==> src/rtl/console_pkg.sv <==
// Constants and types shared by the ppu, the game statemachine and the
// frame commit controller.
package console_pkg;

  localparam int OFFSET_W = 12;
  localparam int STATIC_W = 132;

  typedef enum logic [1:0] {
    IDLE   = 2'd0,
    DELAY  = 2'd1,
    COMMIT = 2'd2,
    TICK   = 2'd3
  } fsm_state_t;

endpackage

==> src/rtl/shadow_stage.sv <==
// Single-entry shadow buffer between the statemachine and the commit FSM:
// accepts one update when empty, acknowledges it, and empties on commit.
module shadow_stage #(
  parameter int OFFSET_W = console_pkg::OFFSET_W,
  parameter int STATIC_W = console_pkg::STATIC_W
) (
  input  logic                clock,
  input  logic                reset,
  input  logic                req,
  input  logic [OFFSET_W-1:0] in_offset_x,
  input  logic [OFFSET_W-1:0] in_offset_y,
  input  logic [STATIC_W-1:0] in_statics,
  input  logic                clear,
  output logic                pend,
  output logic                ack,
  output logic [OFFSET_W-1:0] shadow_x,
  output logic [OFFSET_W-1:0] shadow_y,
  output logic [STATIC_W-1:0] shadow_statics
);

  // Clear only fires while pend is set, so it can never race a new latch.
  always_ff @(posedge clock) begin
    if (reset) begin
      pend           <= 1'b0;
      ack            <= 1'b0;
      shadow_x       <= '0;
      shadow_y       <= '0;
      shadow_statics <= '0;
    end else begin
      ack <= 1'b0;
      if (clear) begin
        pend <= 1'b0;
      end else if (req && !pend) begin
        pend           <= 1'b1;
        ack            <= 1'b1;
        shadow_x       <= in_offset_x;
        shadow_y       <= in_offset_y;
        shadow_statics <= in_statics;
      end
    end
  end

endmodule

==> src/rtl/frame_commit_ctrl.sv <==
// Commits staged scroll offsets and static attributes to the ppu only at
// frame boundaries, and paces the statemachine with one tick per frame.
module frame_commit_ctrl #(
  parameter int OFFSET_W     = console_pkg::OFFSET_W,
  parameter int STATIC_W     = console_pkg::STATIC_W,
  parameter int FCNT_W       = 16,
  parameter int COMMIT_DELAY = 4
) (
  input  logic                clock,
  input  logic                reset,
  input  logic                vsync,
  input  logic                sm_req,
  input  logic [OFFSET_W-1:0] sm_offset_x,
  input  logic [OFFSET_W-1:0] sm_offset_y,
  input  logic [STATIC_W-1:0] sm_statics,
  output logic                sm_ack,
  output logic [OFFSET_W-1:0] offset_x,
  output logic [OFFSET_W-1:0] offset_y,
  output logic [STATIC_W-1:0] statics,
  output logic                update,
  output logic                frame_tick,
  output logic [FCNT_W-1:0]   frame_count,
  output logic [FCNT_W-1:0]   missed_count,
  output logic                overrun
);
  import console_pkg::*;

  localparam int CNT_W = (COMMIT_DELAY > 1) ? $clog2(COMMIT_DELAY) : 1;
  localparam logic [CNT_W-1:0] CNT_LAST =
    CNT_W'((COMMIT_DELAY > 0) ? COMMIT_DELAY - 1 : 0);

  fsm_state_t          state;
  fsm_state_t          state_next;
  logic                vsync_d;
  logic                frame_edge;
  logic                pend;
  logic                pend_at_edge;
  logic                commit_pend;
  logic                clear;
  logic [CNT_W-1:0]    cnt;
  logic [OFFSET_W-1:0] shadow_x;
  logic [OFFSET_W-1:0] shadow_y;
  logic [STATIC_W-1:0] shadow_statics;

  shadow_stage #(
    .OFFSET_W (OFFSET_W),
    .STATIC_W (STATIC_W)
  ) u_shadow (
    .clock          (clock),
    .reset          (reset),
    .req            (sm_req),
    .in_offset_x    (sm_offset_x),
    .in_offset_y    (sm_offset_y),
    .in_statics     (sm_statics),
    .clear          (clear),
    .pend           (pend),
    .ack            (sm_ack),
    .shadow_x       (shadow_x),
    .shadow_y       (shadow_y),
    .shadow_statics (shadow_statics)
  );

  assign frame_edge  = vsync_d & ~vsync;
  // With zero delay the commit is decided in the edge cycle, before pend_at_edge loads.
  assign commit_pend = (state == IDLE) ? pend : pend_at_edge;
  assign clear       = (state == COMMIT) && pend_at_edge;

  always_comb begin
    state_next = state;
    case (state)
      IDLE: begin
        if (frame_edge) begin
          state_next = (COMMIT_DELAY == 0) ? COMMIT : DELAY;
        end else begin
          state_next = IDLE;
        end
      end
      DELAY: begin
        if (cnt == CNT_LAST) begin
          state_next = COMMIT;
        end else begin
          state_next = DELAY;
        end
      end
      COMMIT:  state_next = TICK;
      TICK:    state_next = IDLE;
      default: state_next = IDLE;
    endcase
  end

  always_ff @(posedge clock) begin
    if (reset) begin
      state        <= IDLE;
      vsync_d      <= 1'b1;
      pend_at_edge <= 1'b0;
      cnt          <= '0;
    end else begin
      state   <= state_next;
      vsync_d <= vsync;
      if ((state == IDLE) && frame_edge) begin
        pend_at_edge <= pend;
      end
      cnt <= (state == DELAY) ? cnt + CNT_W'(1) : '0;
    end
  end

  // Outputs load on entry to COMMIT/TICK so the pulses are visible during those states.
  always_ff @(posedge clock) begin
    if (reset) begin
      offset_x     <= '0;
      offset_y     <= '0;
      statics      <= '0;
      update       <= 1'b0;
      overrun      <= 1'b0;
      frame_tick   <= 1'b0;
      frame_count  <= '0;
      missed_count <= '0;
    end else begin
      update     <= 1'b0;
      overrun    <= 1'b0;
      frame_tick <= 1'b0;
      if (state_next == COMMIT) begin
        if (commit_pend) begin
          update   <= 1'b1;
          offset_x <= shadow_x;
          offset_y <= shadow_y;
          statics  <= shadow_statics;
        end else begin
          overrun <= 1'b1;
          if (missed_count != {FCNT_W{1'b1}}) begin
            missed_count <= missed_count + FCNT_W'(1);
          end
        end
      end
      if (state_next == TICK) begin
        frame_tick  <= 1'b1;
        frame_count <= frame_count + FCNT_W'(1);
      end
    end
  end

endmodule

==> config.mk <==
export PLATFORM = sky130hd
export DESIGN_NAME = frame_commit_ctrl
export DESIGN_NICKNAME = d
export VERILOG_FILES = /design/src/rtl/console_pkg.sv /design/src/rtl/shadow_stage.sv /design/src/rtl/frame_commit_ctrl.sv
export SDC_FILE = /design/constraint.sdc
export NUM_CORES = 1
export LEC_CHECK = 0
export BUFFER_PORTS_ARGS = -buffer_cell sky130_fd_sc_hd__buf_2
export CAP_MARGIN = 10
export CORE_ASPECT_RATIO = 0.75
export CORE_MARGIN = 2
export CORE_UTILIZATION = 52
export DETAILED_ROUTE_END_ITERATION = 16
export GPL_ROUTABILITY_DRIVEN = 1
export PLACE_DENSITY = 0.8
export SKIP_LAST_GASP = 1
export SYNTH_ARGS = -nofsm -noshare
export SYNTH_HDL_FRONTEND = slang
export SYNTH_SLANG_ARGS = --single-unit
==> constraint.sdc <==
create_clock -name clock -period 2.45 [get_ports clock]
set_clock_uncertainty 0.2 [all_clocks]
set_input_delay 0.49 -clock clock [delete_from_list [all_inputs] [get_ports clock]]
set_output_delay 0.49 -clock clock [all_outputs]
set_load 0.01 [all_outputs]
==> impl_metrics.tcl, run 1 <==
set metrics [dict create \
    status "complete, no violations" \
    avgSynthCellArea_um2 7.952 \
    ctsHoldBuffers 1 \
    cp.arrival_ps 2440 \
    nNetsFinal 2030 \
    slew_viol_final 0 \
    hpwl_mm 21.43 \
    grtUsageMet2_pct 40.45 \
    ff2ff_path_depth 5 \
    start_util_pct 53.54 \
    p_total_mw 11.78 \
    rrSetupSlack_ps 240 \
    die_width_um 182.6 \
    hold_path_end "u_shadow.shadow_statics[80]" \
    peakVddDrop_mv 0.5388 \
    yosysUniqueCellTypes 39 \
    routed_wl_mm 32.52 \
    netlist_instances 1565 \
    hold_path_class "in -> reg" \
    cts_tree "yes" \
    numCtsBuffers 34 \
    min_period_ps 2214 \
    multiInputGateArea_um2 4927 \
    gr-usage-met1_pct 30.92 \
    syn_to_final_growth_pct 26.45 \
    port_buffers 351 \
    synth-edff-count 0 \
    vias 11429 \
    tightest_slew_ps 502.2 \
    final_antenna_net_count 0 \
    routedWlPerCell_um 14.82 \
    hold_viol_final 0 \
    core_area_um2 23240 \
    post-cts-setup-buffer-count 0 \
    power_leakage_nw 6.526 \
    drtPass1Iterations 5 \
    clk_pin_slew_ps 60 \
    final_cells 2194 \
    cp.required_ps 2670 \
    ys_ff_latch 355 \
    worst_setup_path_end_kind "register" \
    hp-start "sm_statics[80]" \
    post-route-period-util_pct 90.38 \
    finalSetupTns_ps 0 \
    dp_slack_ps 263.1 \
    drc 0 \
    syn-num-nets 1728 \
    worstReg2RegStart "cnt[0]" \
    gp_congestion 0.8186 \
    rows 48 \
    vias_per_cell 5.209 \
    die-area_um2 25200 \
    ys_seq_area_share_pct 57.11 \
    cts_root_buf "clkbuf_16" \
    max-cap-violations 0 \
    fill_cells 1916 \
    relSlewSlack_pct 66.44 \
    clockBufferDepth 3 \
    grt_max_degree 94 \
    rsz0062_at_grt "no" \
    synth_ff_type "dfxtp_1" \
    worst_slack_ps 235.7 \
    met3_usage_pct 8.508 \
    yosysWarnings 0 \
    cts_sinks 355 \
    top_usage_layer "met2" \
    dp.cells 2130 \
    grt_usage_pct 24.73 \
    start_kind "register" \
    clock.fmax_ghz 0.4516 \
    async_reset_ff_share_pct 0 \
    htreeDepth 2 \
    die_h_um 138.0 \
    seqCellArea_um2 7107 \
    first_iter_violations 664 \
    setup_viol 0 \
    worstSkewPairLatency_ps 490 \
    critPathMaxFanout 10 \
    r2r-end "missed_count[8]" \
    synth.cell_area_um2 12440 \
    path_class "reg -> reg" \
    drive_above_1_share_pct 22.99 \
    io_pins 352 \
    powerDensity_nw_per_um2 748.3 \
    grt_remaining_overflow 0 \
    ctsResizeCount 0 \
    antenna_found_initial 6 \
    worstHoldPathCells 3 \
    grt_pass1_vias 10461 \
    grt_pass1_wl_mm 50.85 \
]
registers in the layout (all words and copies together) (netlist names), 2 cells and up:
signal	flops
u_shadow.shadow_y	12
offset_y	12
state	2
u_shadow.shadow_x	12
offset_x	12
cnt	2
u_shadow.shadow_statics	132
frame_count	16
statics	132
missed_count	16
report_power, final:
group / switching, mW / internal [mW] / total (mW)
sequential: 0.0739 / 5.92 / 6.00
clock: 2.09 / 3.08 / 5.16
combinational: 0.358 / 0.256 / 0.614
total: 2.52 / 9.26 / 11.8
critical path, stage by stage (launching register included):
cell and delay, ps:
dfxtp_1 330, ha_1 180, and4bb_1 250, or3b_1 500, or4_1 540, a21oi_1 150
cells in the final DEF, fill, tap and decap left out, drive strengths merged, types with 3 or more instances in the layout:
cell | netlist | routed
clkbuf | 102 | 55
nand4 | 12 | 12
nor2b | 5 | 5
dfxtp | 355 | 355
nor2 | 24 | 24
xnor2 | 4 | 4
clkinv | 0 | 5
ha | 3 | 3
buf | 11 | 378
o31ai | 8 | 8
and4 | 4 | 4
nand3 | 5 | 5
or4 | 9 | 9
or3 | 7 | 7
xor2 | 7 | 7
nand2 | 633 | 633
inv | 3 | 3
nand2b | 3 | 3
o21ai | 8 | 8
a21oi | 330 | 330
nor3 | 4 | 4
nor3b | 4 | 4
per-stage QoR:
stage / utilization, % / instance area, um^2 / hold slack (ps)
after floorplan: - / 12440 / 208.2
after global placement: 62.83 / 14600 / 221.7
after detailed placement: 62.83 / 14600 / 226.9
after CTS: 67.68 / 15730 / 5.693
after global routing: 67.69 / 15730 / 8.695
final: 67.71 / 15740 / 25.99
synthesized netlist by cell type (all sizes together), types with 3 or more instances:
cell type / instances / share of area [%]
xnor2: 4 / 0.28
or4: 9 / 0.54
a21oi: 330 / 13
ha: 3 / 0.30
nor2: 24 / 0.72
nand4: 12 / 0.60
or3: 7 / 0.35
nand3: 5 / 0.20
o31ai: 8 / 0.48
o21ai: 8 / 0.32
nor3b: 4 / 0.24
and4: 4 / 0.28
clkbuf: 102 / 3.1
xor2: 7 / 0.49
nand2b: 3 / 0.15
buf: 11 / 0.36
inv: 3 / 0.090
nand2: 633 / 19
nor3: 4 / 0.16
nor2b: 5 / 0.25
dfxtp: 355 / 57
how the worst max path moves through the flow:
stage | slack, ps | cells past startpoint | to | startpoint
after floorplan | 290 | 6 | missed_count[8] | missed_count[0]
after global placement | 270 | 5 | missed_count[8] | cnt[0]
after detailed placement | 260 | 5 | missed_count[8] | cnt[0]
after CTS | 250 | 5 | missed_count[8] | cnt[0]
after global routing | 130 | 5 | missed_count[8] | cnt[0]
final | 240 | 5 | missed_count[8] | cnt[0]
cell type report:
class	instances	area share [%]
flip-flops and latches	355	45.16
diodes	2	0.03180
inverters	3	0.07156
clock inverters	6	0.3498
clock buffers	55	6.758
repair buffers	379	13.93
multi-input cells	1094	31.31
well taps	300	2.385
per-layer routing:
metal	wire [um]	part of all wire, %
met2	15170	47
met1	13400	41
met4	771	2.4
met5	33	0.10
met3	3148	9.7
cell families (layout without fill, tap and decap cells):
group / count (synthesis) / count (layout) / synth area share [%]
AO/OA/AOI/OAI: 352 / 352 / 14.46
other: 0 / 2 / 0
multiplexers: 4 / 4 / 0.3418
flip-flops: 355 / 355 / 57.11
AND/OR/NAND/NOR: 724 / 724 / 23.49
adder cells (fa/ha/maj): 3 / 3 / 0.3017
XOR/XNOR: 11 / 11 / 0.7742
buffers and inverters: 116 / 443 / 3.529
Power figures use the tool's default switching activity.
==> run 2, diff against run 1 <==
ABC_AREA = 1   (was unset)
PLACE_DENSITY = 0.79   (was 0.8)
==> run 2 against run 1 <==
Net effect:
- clock power grew 8.1%
- maximum frequency grew 9.0%
- first-iteration DRC count grew 16%
- register-to-register slack gained 180 ps
- cell count grew 5.5%
- sequential cell count is the same
- global-route usage shrank 0.16 points
- synthesized cell count grew 5.8%
- hold slack gained 12 ps
==> impl_metrics.tcl, run 2 <==
set metrics [dict create \
    ctsHoldBuffers 1 \
    top_regs "statics: 132 flops, u_shadow.shadow_statics: 132 flops" \
    seqPwrFrac_pct 49.1 \
    vias 11800 \
    hpwl_mm 21.89 \
    syn_to_final_growth_pct 25.01 \
    min_period_ps 2032 \
    path_class "reg -> reg" \
    synth.cell_area_um2 12710 \
    clock.fmax_ghz 0.4922 \
    cp.required_ps 2640 \
    yosysWarnings 0 \
    tightest_slew_ps 486.6 \
    setup_viol 0 \
    yosysTopAreaCell "dfxtp_1" \
    post-route-util_pct 66.26 \
    grt_usage_pct 24.57 \
    critPathMaxFanout 19 \
    ys_seq_area_share_pct 55.93 \
    p_int_mw 9.662 \
    die_width_um 184.5 \
    grt_remaining_overflow 0 \
    netlist_instances 1655 \
    final_cells 2314 \
    cts_sinks 355 \
    powerDensity_nw_per_um2 780.4 \
    grt_pass1_wl_mm 51.80 \
    clockPowerShare_pct 45.0 \
    seqCellArea_um2 7107 \
    drc 0 \
    p_sw_mw 2.734 \
    port_buffers 351 \
    finalSetupTns_ps 0 \
    peakVddDrop_mv 0.4945 \
    worstSkewPairLatency_ps 500 \
    die_h_um 139.4 \
    final_cell_mix "nor2_1, dfxtp_1, buf_2, o21ai_0, nand2_1" \
    cts_tree "yes" \
    cp.arrival_ps 2220 \
    vias_per_cell 5.099 \
    synth_top_area_share_pct 55.93 \
    avgSynthCellArea_um2 7.677 \
    layout_commonest_cell "nor2_1" \
    status "complete, no violations" \
    worst_setup_path_end_kind "register" \
    multiInputGateArea_um2 4950 \
    dp.cells 2249 \
    grt_pass1_vias 10567 \
    post-route-period-util_pct 82.93 \
    hold_viol_final 0 \
    htreeDepth 2 \
    yosysMostFrequentCell "nor2_1" \
    routed_wl_mm 32.98 \
    post-cts-setup-buffer-count 0 \
    ctsResizeCount 0 \
    fill_cells 2068 \
    relSlewSlack_pct 67.56 \
    p_comb_share_pct 5.9 \
    rows 49 \
    core_area_um2 23970 \
    drtPass1Iterations 5 \
    ys_ff_latch 355 \
    final_antenna_net_count 0 \
    power_leakage_nw 7.101 \
    synth-edff-count 0 \
    die-area_um2 25710 \
    routedWlPerCell_um 14.25 \
    antenna_found_initial 5 \
    synth_ff_type "dfxtp_1" \
    numCtsBuffers 34 \
    cts_root_buf "clkbuf_16" \
    syn-num-nets 1818 \
    gp_congestion 0.8846 \
    grt_max_degree 116 \
    async_reset_ff_share_pct 0 \
    first_iter_violations 769 \
    clk_pin_slew_ps 70 \
    io_pins 352 \
    hold_path_class "in -> reg" \
    nNetsFinal 2118 \
    drive_above_1_share_pct 22.47 \
    max-cap-violations 0 \
    start_kind "register" \
    start_util_pct 53.00 \
    rsz0062_at_grt "no" \
    clockBufferDepth 3 \
    ys_top_cells_by_area "dfxtp_1, nor2_1, o21ai_0, nand2_1, buf_2" \
    yosysUniqueCellTypes 29 \
    swShare_pct 22.06 \
    ys_top_cells_by_count "nor2_1, dfxtp_1, o21ai_0" \
    slew_viol_final 0 \
]
-- run 2: cells by family (layout without fill, tap and decap cells) --
kind of cell / count (synthesis) / after routing / share of synthesized area, %
other: 0 / 3 / 0
buffers and inverters: 144 / 469 / 5.190
xor gates and xnor gates: 5 / 5 / 0.3446
AOI/OAI and AO/OA: 355 / 355 / 14.02
adders and majority gates: 3 / 3 / 0.2955
DFF: 355 / 355 / 55.93
and+or+nand+nor: 793 / 793 / 24.21
-- run 2: worst paths after layout --
path / cells after the start / to / from / slack [ps]
hold reg to reg: 1 / cnt[0] / cnt[0] / 220
hold / removal: 3 / u_shadow.shadow_y[10] / sm_offset_y[10] / 40
setup / recovery: 8 / missed_count[15] / missed_count[0] / 420
setup reg to reg: 8 / missed_count[15] / missed_count[0] / 420
-- run 2: final cells by class --
| class | count | share of cell area [%] |
|---|---|---|
| antenna | 3 | 0.04726 |
| clock buffer | 47 | 6.491 |
| clock inverter | 14 | 1.182 |
| inverter | 36 | 0.9137 |
| multi-input combinational | 1156 | 31.16 |
| sequential | 355 | 44.74 |
| tap | 331 | 2.607 |
| timing repair buffer | 372 | 12.86 |
-- run 2: power by group through the flow --
stage	registers, mW	logic, mW	clock network [mW]
2_1_floorplan	6.19	0.482	0
3_3_place_gp	6.20	0.706	0
3_5_place_dp	6.21	0.728	0
4_1_cts	6.08	0.734	5.68
5_1_grt	6.10	0.844	5.90
6_report	6.08	0.732	5.58
-- run 2: critical path, stage by stage, from the launching register on --
cell	delay, ps
dfxtp_1	450
ha_1	300
nand2_1	100
nor2_1	180
nand2_1	130
nor2_1	200
nor2_4	130
a21oi_1	180
nor2_1	60
-- run 2: through the flow --
stage,cell area (um^2),setup slack [ps],power (mW),hold WS [ps]
after global routing,15880,178.6,12.85,29.58
final,15880,418.3,12.40,37.58
after CTS,15880,435.4,12.50,17.49
after global placement,14650,511.3,6.908,207.1
after detailed placement,14650,447.6,6.938,212.0
after floorplan,12710,569.7,6.668,198.3
-- run 2: metal layers --
layer / up-vias / global-route usage [%] / wire length [um]
li1: 5905 / - / -
met1: 5362 / 32.03 / 14120
met2: 452 / 38.60 / 14640
met3: 79 / 6.778 / 3033
met4: 2 / 9.979 / 1162
met5: - / 0 / 13
